## src/rtl/cpu_ctrl_pkg.sv

```systemverilog
// ============================================================================
// Module : cpu_ctrl_pkg
// Brief  : Shared control encodings (forwarding selects, branch types, counters)
// Rev    : 1.0
// ============================================================================
`default_nettype none

package cpu_ctrl_pkg;

  localparam logic [1:0] FWD_REG = 2'b00;
  localparam logic [1:0] FWD_MEM = 2'b01;
  localparam logic [1:0] FWD_EX  = 2'b10;

  localparam logic BR_BEQ = 1'b0;
  localparam logic BR_BNE = 1'b1;

  typedef logic [1:0] ctr_t;

  localparam ctr_t CTR_INIT = 2'b01;

  function automatic ctr_t ctr_next(input ctr_t ctr, input logic taken);
    ctr_t r;
    r = ctr;
    if (taken && ctr != 2'b11) r = ctr + 2'b01;
    else if (!taken && ctr != 2'b00) r = ctr - 2'b01;
    return r;
  endfunction

endpackage

`default_nettype wire

```

## src/rtl/branch_history_table.sv

```systemverilog
// ============================================================================
// Module : branch_history_table
// Brief  : Direct-mapped valid/2-bit counter/target table, comb read, sync update
// Rev    : 1.0
// ============================================================================
`default_nettype none

module branch_history_table
  import cpu_ctrl_pkg::*;
#(
  parameter int PC_W  = 8,
  parameter int IDX_W = 4
) (
  input  logic             clk,
  input  logic             rst_n,
  input  logic [IDX_W-1:0] rd_idx,
  output logic             rd_valid,
  output ctr_t             rd_ctr,
  output logic [PC_W-1:0]  rd_target,
  input  logic             upd_en,
  input  logic [IDX_W-1:0] upd_idx,
  input  logic             upd_taken,
  input  logic [PC_W-1:0]  upd_target
);

  localparam int DEPTH = 1 << IDX_W;

  logic [DEPTH-1:0]           valid_q, valid_d;
  logic [DEPTH-1:0][1:0]      ctr_q, ctr_d;
  logic [DEPTH-1:0][PC_W-1:0] target_q, target_d;

  always_comb begin
    valid_d  = valid_q;
    ctr_d    = ctr_q;
    target_d = target_q;
    if (upd_en) begin
      ctr_d[upd_idx] = ctr_next(ctr_q[upd_idx], upd_taken);
      // Not-taken outcomes only train the counter; the last taken target stays.
      if (upd_taken) begin
        valid_d[upd_idx]  = 1'b1;
        target_d[upd_idx] = upd_target;
      end
    end
  end

  always_ff @(posedge clk or negedge rst_n) begin
    if (!rst_n) begin
      valid_q  <= '0;
      ctr_q    <= {DEPTH{CTR_INIT}};
      target_q <= '0;
    end else begin
      valid_q  <= valid_d;
      ctr_q    <= ctr_d;
      target_q <= target_d;
    end
  end

  assign rd_valid  = valid_q[rd_idx];
  assign rd_ctr    = ctr_q[rd_idx];
  assign rd_target = target_q[rd_idx];

endmodule

`default_nettype wire

```

## src/rtl/branch_predict_resolve_unit.sv

```systemverilog
// ============================================================================
// Module : branch_predict_resolve_unit
// Brief  : IF-stage branch prediction with ID-stage resolution and redirect
// Rev    : 1.0
// ============================================================================
`default_nettype none

module branch_predict_resolve_unit
  import cpu_ctrl_pkg::*;
#(
  parameter int DATA_W = 8,
  parameter int PC_W   = 8,
  parameter int IDX_W  = 4
) (
  input  logic              clk,
  input  logic              rst_n,
  input  logic [PC_W-1:0]   IF_pc,
  output logic              IF_pred_taken,
  output logic [PC_W-1:0]   IF_pred_target,
  input  logic              pipe_stall,
  input  logic [PC_W-1:0]   ID_pc,
  input  logic              ID_is_branch,
  input  logic              ID_branch_type,
  input  logic [PC_W-1:0]   ID_target,
  input  logic [DATA_W-1:0] ID_rs_data,
  input  logic [DATA_W-1:0] ID_rt_data,
  input  logic [DATA_W-1:0] EX_alu_result,
  input  logic [DATA_W-1:0] MEM_wb_data,
  input  logic              EX_MemRead,
  input  logic [1:0]        rd_srcA,
  input  logic [1:0]        rd_srcB,
  output logic              branch_stall,
  output logic              redirect_valid,
  output logic [PC_W-1:0]   redirect_pc,
  output logic              flush_IF,
  output logic [7:0]        mispredict_count
);

  logic              lk_valid;
  ctr_t              lk_ctr;
  logic [PC_W-1:0]   lk_target;
  logic              pred_taken_q, pred_taken_d;
  logic [PC_W-1:0]   pred_target_q, pred_target_d;
  logic [7:0]        mispredict_count_q, mispredict_count_d;
  logic [DATA_W-1:0] op_a, op_b;
  logic              resolve, taken, mispredict;
  logic              unused_pc_hi;

  assign unused_pc_hi = ^{IF_pc[PC_W-1:IDX_W], lk_ctr[0]};

  branch_history_table #(
    .PC_W  (PC_W),
    .IDX_W (IDX_W)
  ) u_bht (
    .clk        (clk),
    .rst_n      (rst_n),
    .rd_idx     (IF_pc[IDX_W-1:0]),
    .rd_valid   (lk_valid),
    .rd_ctr     (lk_ctr),
    .rd_target  (lk_target),
    .upd_en     (resolve),
    .upd_idx    (ID_pc[IDX_W-1:0]),
    .upd_taken  (taken),
    .upd_target (ID_target)
  );

  assign IF_pred_taken  = lk_valid & lk_ctr[1];
  assign IF_pred_target = lk_target;

  always_comb begin
    case (rd_srcA)
      FWD_MEM: op_a = MEM_wb_data;
      FWD_EX:  op_a = EX_alu_result;
      default: op_a = ID_rs_data;
    endcase
    case (rd_srcB)
      FWD_MEM: op_b = MEM_wb_data;
      FWD_EX:  op_b = EX_alu_result;
      default: op_b = ID_rt_data;
    endcase
  end

  // An EX-forwarded operand from a load is not ready yet; gating with rst_n
  // keeps control outputs quiet while reset is held.
  assign branch_stall = rst_n & ID_is_branch & EX_MemRead &
                        ((rd_srcA == FWD_EX) | (rd_srcB == FWD_EX));
  assign resolve      = rst_n & ID_is_branch & ~branch_stall & ~pipe_stall;
  assign taken        = (ID_branch_type == BR_BEQ) ? (op_a == op_b) : (op_a != op_b);
  assign mispredict   = resolve & ((taken != pred_taken_q) |
                        (taken & pred_taken_q & (pred_target_q != ID_target)));

  assign redirect_valid   = mispredict;
  assign flush_IF         = mispredict;
  assign redirect_pc      = taken ? ID_target : ID_pc + {{(PC_W-1){1'b0}}, 1'b1};
  assign mispredict_count = mispredict_count_q;

  always_comb begin
    pred_taken_d       = pred_taken_q;
    pred_target_d      = pred_target_q;
    mispredict_count_d = mispredict_count_q;
    if (flush_IF) begin
      pred_taken_d  = 1'b0;
      pred_target_d = '0;
    end else if (!(pipe_stall || branch_stall)) begin
      pred_taken_d  = IF_pred_taken;
      pred_target_d = IF_pred_target;
    end
    if (mispredict && mispredict_count_q != 8'hFF)
      mispredict_count_d = mispredict_count_q + 8'd1;
  end

  always_ff @(posedge clk or negedge rst_n) begin
    if (!rst_n) begin
      pred_taken_q       <= 1'b0;
      pred_target_q      <= '0;
      mispredict_count_q <= '0;
    end else begin
      pred_taken_q       <= pred_taken_d;
      pred_target_q      <= pred_target_d;
      mispredict_count_q <= mispredict_count_d;
    end
  end

endmodule

`default_nettype wire

```

## config.mk

```make
export PLATFORM = sky130hd
export DESIGN_NAME = branch_predict_resolve_unit
export DESIGN_NICKNAME = d
export VERILOG_FILES = /design/src/rtl/cpu_ctrl_pkg.sv /design/src/rtl/branch_history_table.sv /design/src/rtl/branch_predict_resolve_unit.sv
export SDC_FILE = /design/constraint.sdc
export NUM_CORES = 1
export LEC_CHECK = 0
export BUFFER_PORTS_ARGS = -buffer_cell sky130_fd_sc_hd__clkbuf_2
export CAP_MARGIN = 10
export CORE_AREA = 2 2 131 133
export CTS_BUF_LIST = sky130_fd_sc_hd__clkbuf_16
export DETAILED_ROUTE_END_ITERATION = 8
export DIE_AREA = 0 0 133 135
export HOLD_SLACK_MARGIN = 0.05
export PLACE_DENSITY = 0.8
export SYNTH_ARGS = -nofsm -noshare
export SYNTH_HDL_FRONTEND = slang
export SYNTH_SLANG_ARGS = --single-unit
```

## constraint.sdc

```tcl
create_clock -name clk -period 6.6 [get_ports clk]
set_input_delay 1.32 -clock clk [delete_from_list [all_inputs] [get_ports clk]]
set_output_delay 1.32 -clock clk [all_outputs]
set_load 0.02 [all_outputs]
```

-- Yosys cells after proc, flatten, opt, wreduce, memory -nomap -nowiden
Index checks and enable logic that the tools add are counted.
Widths: inputs -> output; s select.
- flip-flop bits (word level): 193
- bits of input ports: 66
- add/sub/neg operators: 4
- order comparisons: 3
- equality and inequality tests: 11
- muxes and demuxes: 27
- bitwise gates (word level): 14
- reduce and logical (&&, ||, !) cells: 8
- operator list (kind ; count):
    $bwmux 128 ; 1
    $mux 8 ; 5
    $bmux 8 s4 ; 1
    $bwmux 32 ; 1
    $demux 8 s4 ; 1
    $pmux 8 s2 ; 2
    $add 8x1->8 const B ; 2
    $bmux 2 s4 ; 2
    $ne 8x8->1 ; 2
    $or 16x16->16 ; 1
    $mux 2 ; 6
    $lt 4x5->1 const B ; 2
    $and 1x1->1 ; 9
    $demux 2 s4 ; 1
    $eq 8x8->1 ; 1
    $ne 8x8->1 const B ; 1
    $mux 1 ; 5
    $bmux 1 s4 ; 1
    $demux 1 s4 ; 1
    $eq 2x1->1 const B ; 2
    $eq 2x2->1 const B ; 2
    $ge 4x1->1 const B ; 1
    $logic_and 1x1->1 ; 4
    $ne 2x2->1 const B ; 2
    other kinds (9) ; 11

-- Depth between registers and ports, before layout
- depth after elaboration: 10
- gate-level depth with buffers: 17
- gate-level depth less buffers: 14

-- Hierarchy
Synthesis repeated with hierarchy kept, for this count alone.
- cell total of the unflattened synthesis: 737
- area total of the unflattened synthesis: 10057.1 um2
- modules (own cells, without submodules) (module ; times used ; cells an instance ; area an instance (um2)):
    branch_history_table ; 1 ; 558 ; 8455.6
    branch_predict_resolve_unit ; 1 ; 179 ; 1601.5

-- Worst setup path before layout
OpenSTA, ideal clock, no wires.
- path type: in2out
- start: in rd_srcA[0]
- end: out redirect_valid
- arrival: 4.472 ns
- required time: 5.280 ns
- path slack: 0.808 ns
- stages on the path: 15
- path through: inv_1 ha_1 buf_2 a221oi_1 o22a_1 o22ai_1 nor4_4 xor2_2 buf_4 buf_2 ha_1 o21ai_0 clkbuf_1 inv_1 buf_4
- word-level cells in the longest chain between the ends: 8
- elaborated cells on any way between the ends: 16
- RTL lines (element ; line ; RTL):
    from (decl) ; branch_predict_resolve_unit.sv:30 ; input logic [1:0] rd_srcA,
    $eq 2x2->1 / $eq 2x1->1 (equally long branches) ; branch_predict_resolve_unit.sv:71, branch_predict_resolve_unit.sv:86 ;
    $pmux 8 s2 ; branch_predict_resolve_unit.sv:71 ; case (rd_srcA)
    $eq 8x8->1 / $ne 8x8->1 (equally long branches) ; branch_predict_resolve_unit.sv:88 ; assign taken = (ID_branch_type == BR_BEQ) ? (op_a == op_b) : (op_a != op_b);
    $mux 1 ; branch_predict_resolve_unit.sv:88 ;
    $and 1x1->1 (2 in a row) ; branch_predict_resolve_unit.sv:90 ; (taken & pred_taken_q & (pred_target_q != ID_target)));
    $or 1x1->1 ; branch_predict_resolve_unit.sv:89 ; assign mispredict = resolve & ((taken != pred_taken_q) |
    $and 1x1->1 (*) ; branch_predict_resolve_unit.sv:89 ;
    to (decl) ; branch_predict_resolve_unit.sv:33 ; output logic redirect_valid,
Mark *: on every way between the ends. The rest lies on a longest branch, timed or not.

-- Worst setup path in the final report
- start: in rd_srcB[0]
- end: out redirect_pc[1]
- word-level cells in the longest chain between the ends: 5
- elaborated cells on any way between the ends: 7
- RTL lines (element ; line ; RTL):
    from (decl) ; branch_predict_resolve_unit.sv:31 ; input logic [1:0] rd_srcB,
    $eq 2x2->1 / $eq 2x1->1 (equally long branches) ; branch_predict_resolve_unit.sv:76 ; case (rd_srcB)
    $pmux 8 s2 (*) ; branch_predict_resolve_unit.sv:76 ;
    $eq 8x8->1 / $ne 8x8->1 (equally long branches) ; branch_predict_resolve_unit.sv:88 ;
    $mux 1 (*) ; branch_predict_resolve_unit.sv:88 ;
    $mux 8 (*) ; branch_predict_resolve_unit.sv:94 ; assign redirect_pc = taken ? ID_target : ID_pc + {{(PC_W-1){1'b0}}, 1'b1};
    to (decl) ; branch_predict_resolve_unit.sv:34 ; output logic [PC_W-1:0] redirect_pc,
Marked as above.

==> reports/qor.txt <==
period utilization: 84.3%
post-route ant nets: 0
vias in the first global route: 6,887
measured slew at the worst slew-check pin: 1.23 ns
Yosys cell types: 44
status: finished clean
synthesized net count: 822
Setup Slack @ Placement: 1.10 ns
share of cells above drive strength 1: 44.2%
TritonCTS clock tree: done
Synth Cell Area: 9760 sq um
crit path launch: rd_srcB[0]
H-tree depth: 4
Max VDD drop: 0.000206 V
RSZ-0062 raised after global routing: no
WP buf/inv: 4
Worst slew margin: 17.4%
setup ws final: 1.03 ns
#FFs+latches synth: 193
Synth Instances: 744
Top delay family on crit path: buffers and inverters
R2R Setup Slk: 3.51 ns
Overall Power: 2.79 mW
critical path endpoint category: output port
final count of pins violating max slew: 0
Worst Hold Class: register to register
antenna cell count: 0
register area share after synthesis: 49.7%
Cell Rows: 47
synth warn: 0
hold_buf cts: 0
reg2reg end: u_bht.ctr_q[13]$_DFFE_PN0P_
crit path kind: input pin to output port
Area growth, synth to finish: 10.5%
TritonCTS Sinks: 193
worst path cell trace: clkbuf_2 -> inv_1 -> ha_1 -> a221oi_1 -> nor4_1 -> o22ai_1 -> nor4_4 -> xor2_2 -> buf_4 -> mux2_2 -> clkbuf_2
Starting Density: 59.5%
clk_lat worst skew: 0.43 ns
largest net degree at the start of global routing: 80
Die Wd: 133 um
initial antenna violation count: 0
syn avg cell area: 13.1 sq um
DRT iter0 DRCs: 543
Period minus WS final: 5.57 ns
WP data arrival: 4.25 ns
CP max stage delay: 0.55 ns
Seq. cell area: 4850 sq um
WP depth: 11
drt pass-1 iters: 5
PD cells: 259 nW/um^2
Max Cap Viol: 0
GP Congestion: 0.897
Placed Instances: 999
grt ovf: 0
critical path peak fanout: 35
total track usage: 27.2%
num ports: 94
DRT Wirelength: 23.2 mm
post-CTS setup buffer count: 0
die footprint: 18,000 sq um
core outline area: 16,400 sq um
Nets: 877
Hold Vio Cnt, Final: 0
non-filler cells, final: 1,032
# setup viols final: 0
Reg-to-Reg Start: u_bht.ctr_q[7]$_DFFE_PN0P_
port buffer count: 89
DP HPWL: 15.8 mm
Most common cell on crit path: clkbuf_2
Reg clk slew, reported paths: 0.07 ns
first-pass GRT wire length: 37.0 mm
cts bufs inserted: 17
CP startpoint kind: input pin
Non-Filler Cell Area, Final: 10,800 sq um
clock buffer depth: 2
multi-input gate area in the final layout: 4510 sq um
slowest CP cell: ha_1
WL/cell: 22.5 um
drt drc: 0
R2R cell count: 8
hold depth: 2
EDFF count, synth: 0
placed inst area: 10,200 sq um
vias per std cell: 6.34
worst clock skew: 0.00897 ns
Fmax: 0.180 GHz
ys async rst share: 100%
fill count: 1,152
required time of the worst setup path: 5.28 ns
setup_tns: 0 ns
Fin Hold WS: 0.467 ns
P_leak: 5.12 nW
Clk Tree Root Cell: clkbuf_16
CTS resizes: 0
Die Y: 135 um
Worst Setup EP: redirect_pc[1]
Vias: 6,538
Synth Flop Type: dfrtp_1
Finished Core Util: 65.7%
flip-flops by register name, indices dropped and copies added (netlist names):
signal / flops
mispredict_count: 8
pred_taken_q: 1
pred_target_q: 8
u_bht.ctr_q: 32
u_bht.target_q: 128
u_bht.valid_q: 16
cells by family after synthesis:
group           share of synthesized area, %
flops                                   49.7
simple gates                            8.41
buf+inv                                 4.13
compound gates                          5.48
xor+xnor                                2.22
mux                                     28.6
fa+ha+maj                               1.54
how the worst min path moves through the flow:
stage	from	to
after floorplan	u_bht.valid_q[11]$_DFFE_PN0P_	u_bht.valid_q[11]$_DFFE_PN0P_
after global placement	u_bht.ctr_q[6]$_DFFE_PN1P_	u_bht.ctr_q[6]$_DFFE_PN1P_
after detailed placement	u_bht.valid_q[8]$_DFFE_PN0P_	u_bht.valid_q[8]$_DFFE_PN0P_
after CTS	u_bht.ctr_q[12]$_DFFE_PN1P_	u_bht.ctr_q[12]$_DFFE_PN1P_
after global routing	u_bht.ctr_q[0]$_DFFE_PN1P_	u_bht.ctr_q[0]$_DFFE_PN1P_
final	u_bht.ctr_q[10]$_DFFE_PN1P_	u_bht.ctr_q[10]$_DFFE_PN1P_
layout by cell type, fill, tap and decap left out, types with 13 or more instances in the layout:
master       n
mux4_2      49
mux2_2     147
clkbuf_2    88
dfrtp_1    177
clkbuf_16   17
nor2b_1     23
nor2_1      15
inv_1       22
xor2_1      15
or2_2       16
o21ai_0     25
a221oi_1    14
nand3_1     30
buf_4       13
dfstp_2     16
nand2_1     39
area by class of cell:
type                            count  area share, %
Timing Repair Buffer              102           5.09
Inverter                           18          0.626
Clock buffer                       17           3.94
Multi-Input combinational cell    467           41.8
Sequential cell                   193           45.0
Clock inverter                     15          0.986
Tap cell                          220           2.55
metal layers:
layer | GRT usage [%] | vias up | share of wire, %
met3 | 6.64 | 53 | 8.2
met1 | 35.4 | 3357 | 39
li1 | - | 2808 | -
met5 | 0 | - | 0
met4 | 9.38 | 0 | 2.4
met2 | 45.4 | 320 | 50
power by group:
| part | internal [mW] | total [mW] | switching [mW] |
|---|---|---|---|
| clock network | 0.509 | 0.944 | 0.435 |
| registers | 1.31 | 1.39 | 0.0753 |
| logic | 0.211 | 0.459 | 0.248 |
cells in the mapped netlist (3+ instances only):
library cell / count / share of area (%)
a221oi_1: 14 / 1.3
nor4_1: 8 / 0.51
nand2_1: 39 / 1.5
dfrtp_1: 177 / 45
mux4_2: 49 / 11
o22a_1: 6 / 0.54
and2b_1: 10 / 0.77
nand3_1: 30 / 1.5
nor2_1: 15 / 0.58
a211oi_1: 3 / 0.23
buf_1: 7 / 0.27
xor2_1: 15 / 1.3
dfstp_2: 16 / 4.3
mux2i_1: 3 / 0.31
o211ai_1: 5 / 0.38
or2_2: 16 / 1.0
buf_4: 16 / 1.2
nand4_1: 5 / 0.32
nor2b_1: 23 / 1.5
ha_1: 12 / 1.5
o22ai_1: 3 / 0.19
xnor2_1: 6 / 0.54
clkbuf_1: 31 / 1.2
buf_2: 9 / 0.46
inv_1: 18 / 0.69
a31oi_1: 4 / 0.26
o21ai_1: 10 / 0.51
o21ai_0: 26 / 1.3
mux2_2: 147 / 17
a311oi_1: 3 / 0.27
worst min-delay path, cell delays in order (launching register included):
cell     delay (ns)
dfstp_2        0.37
nand2_1        0.04
o21ai_1        0.05
Note: power is estimated with default switching activity, not from simulation.
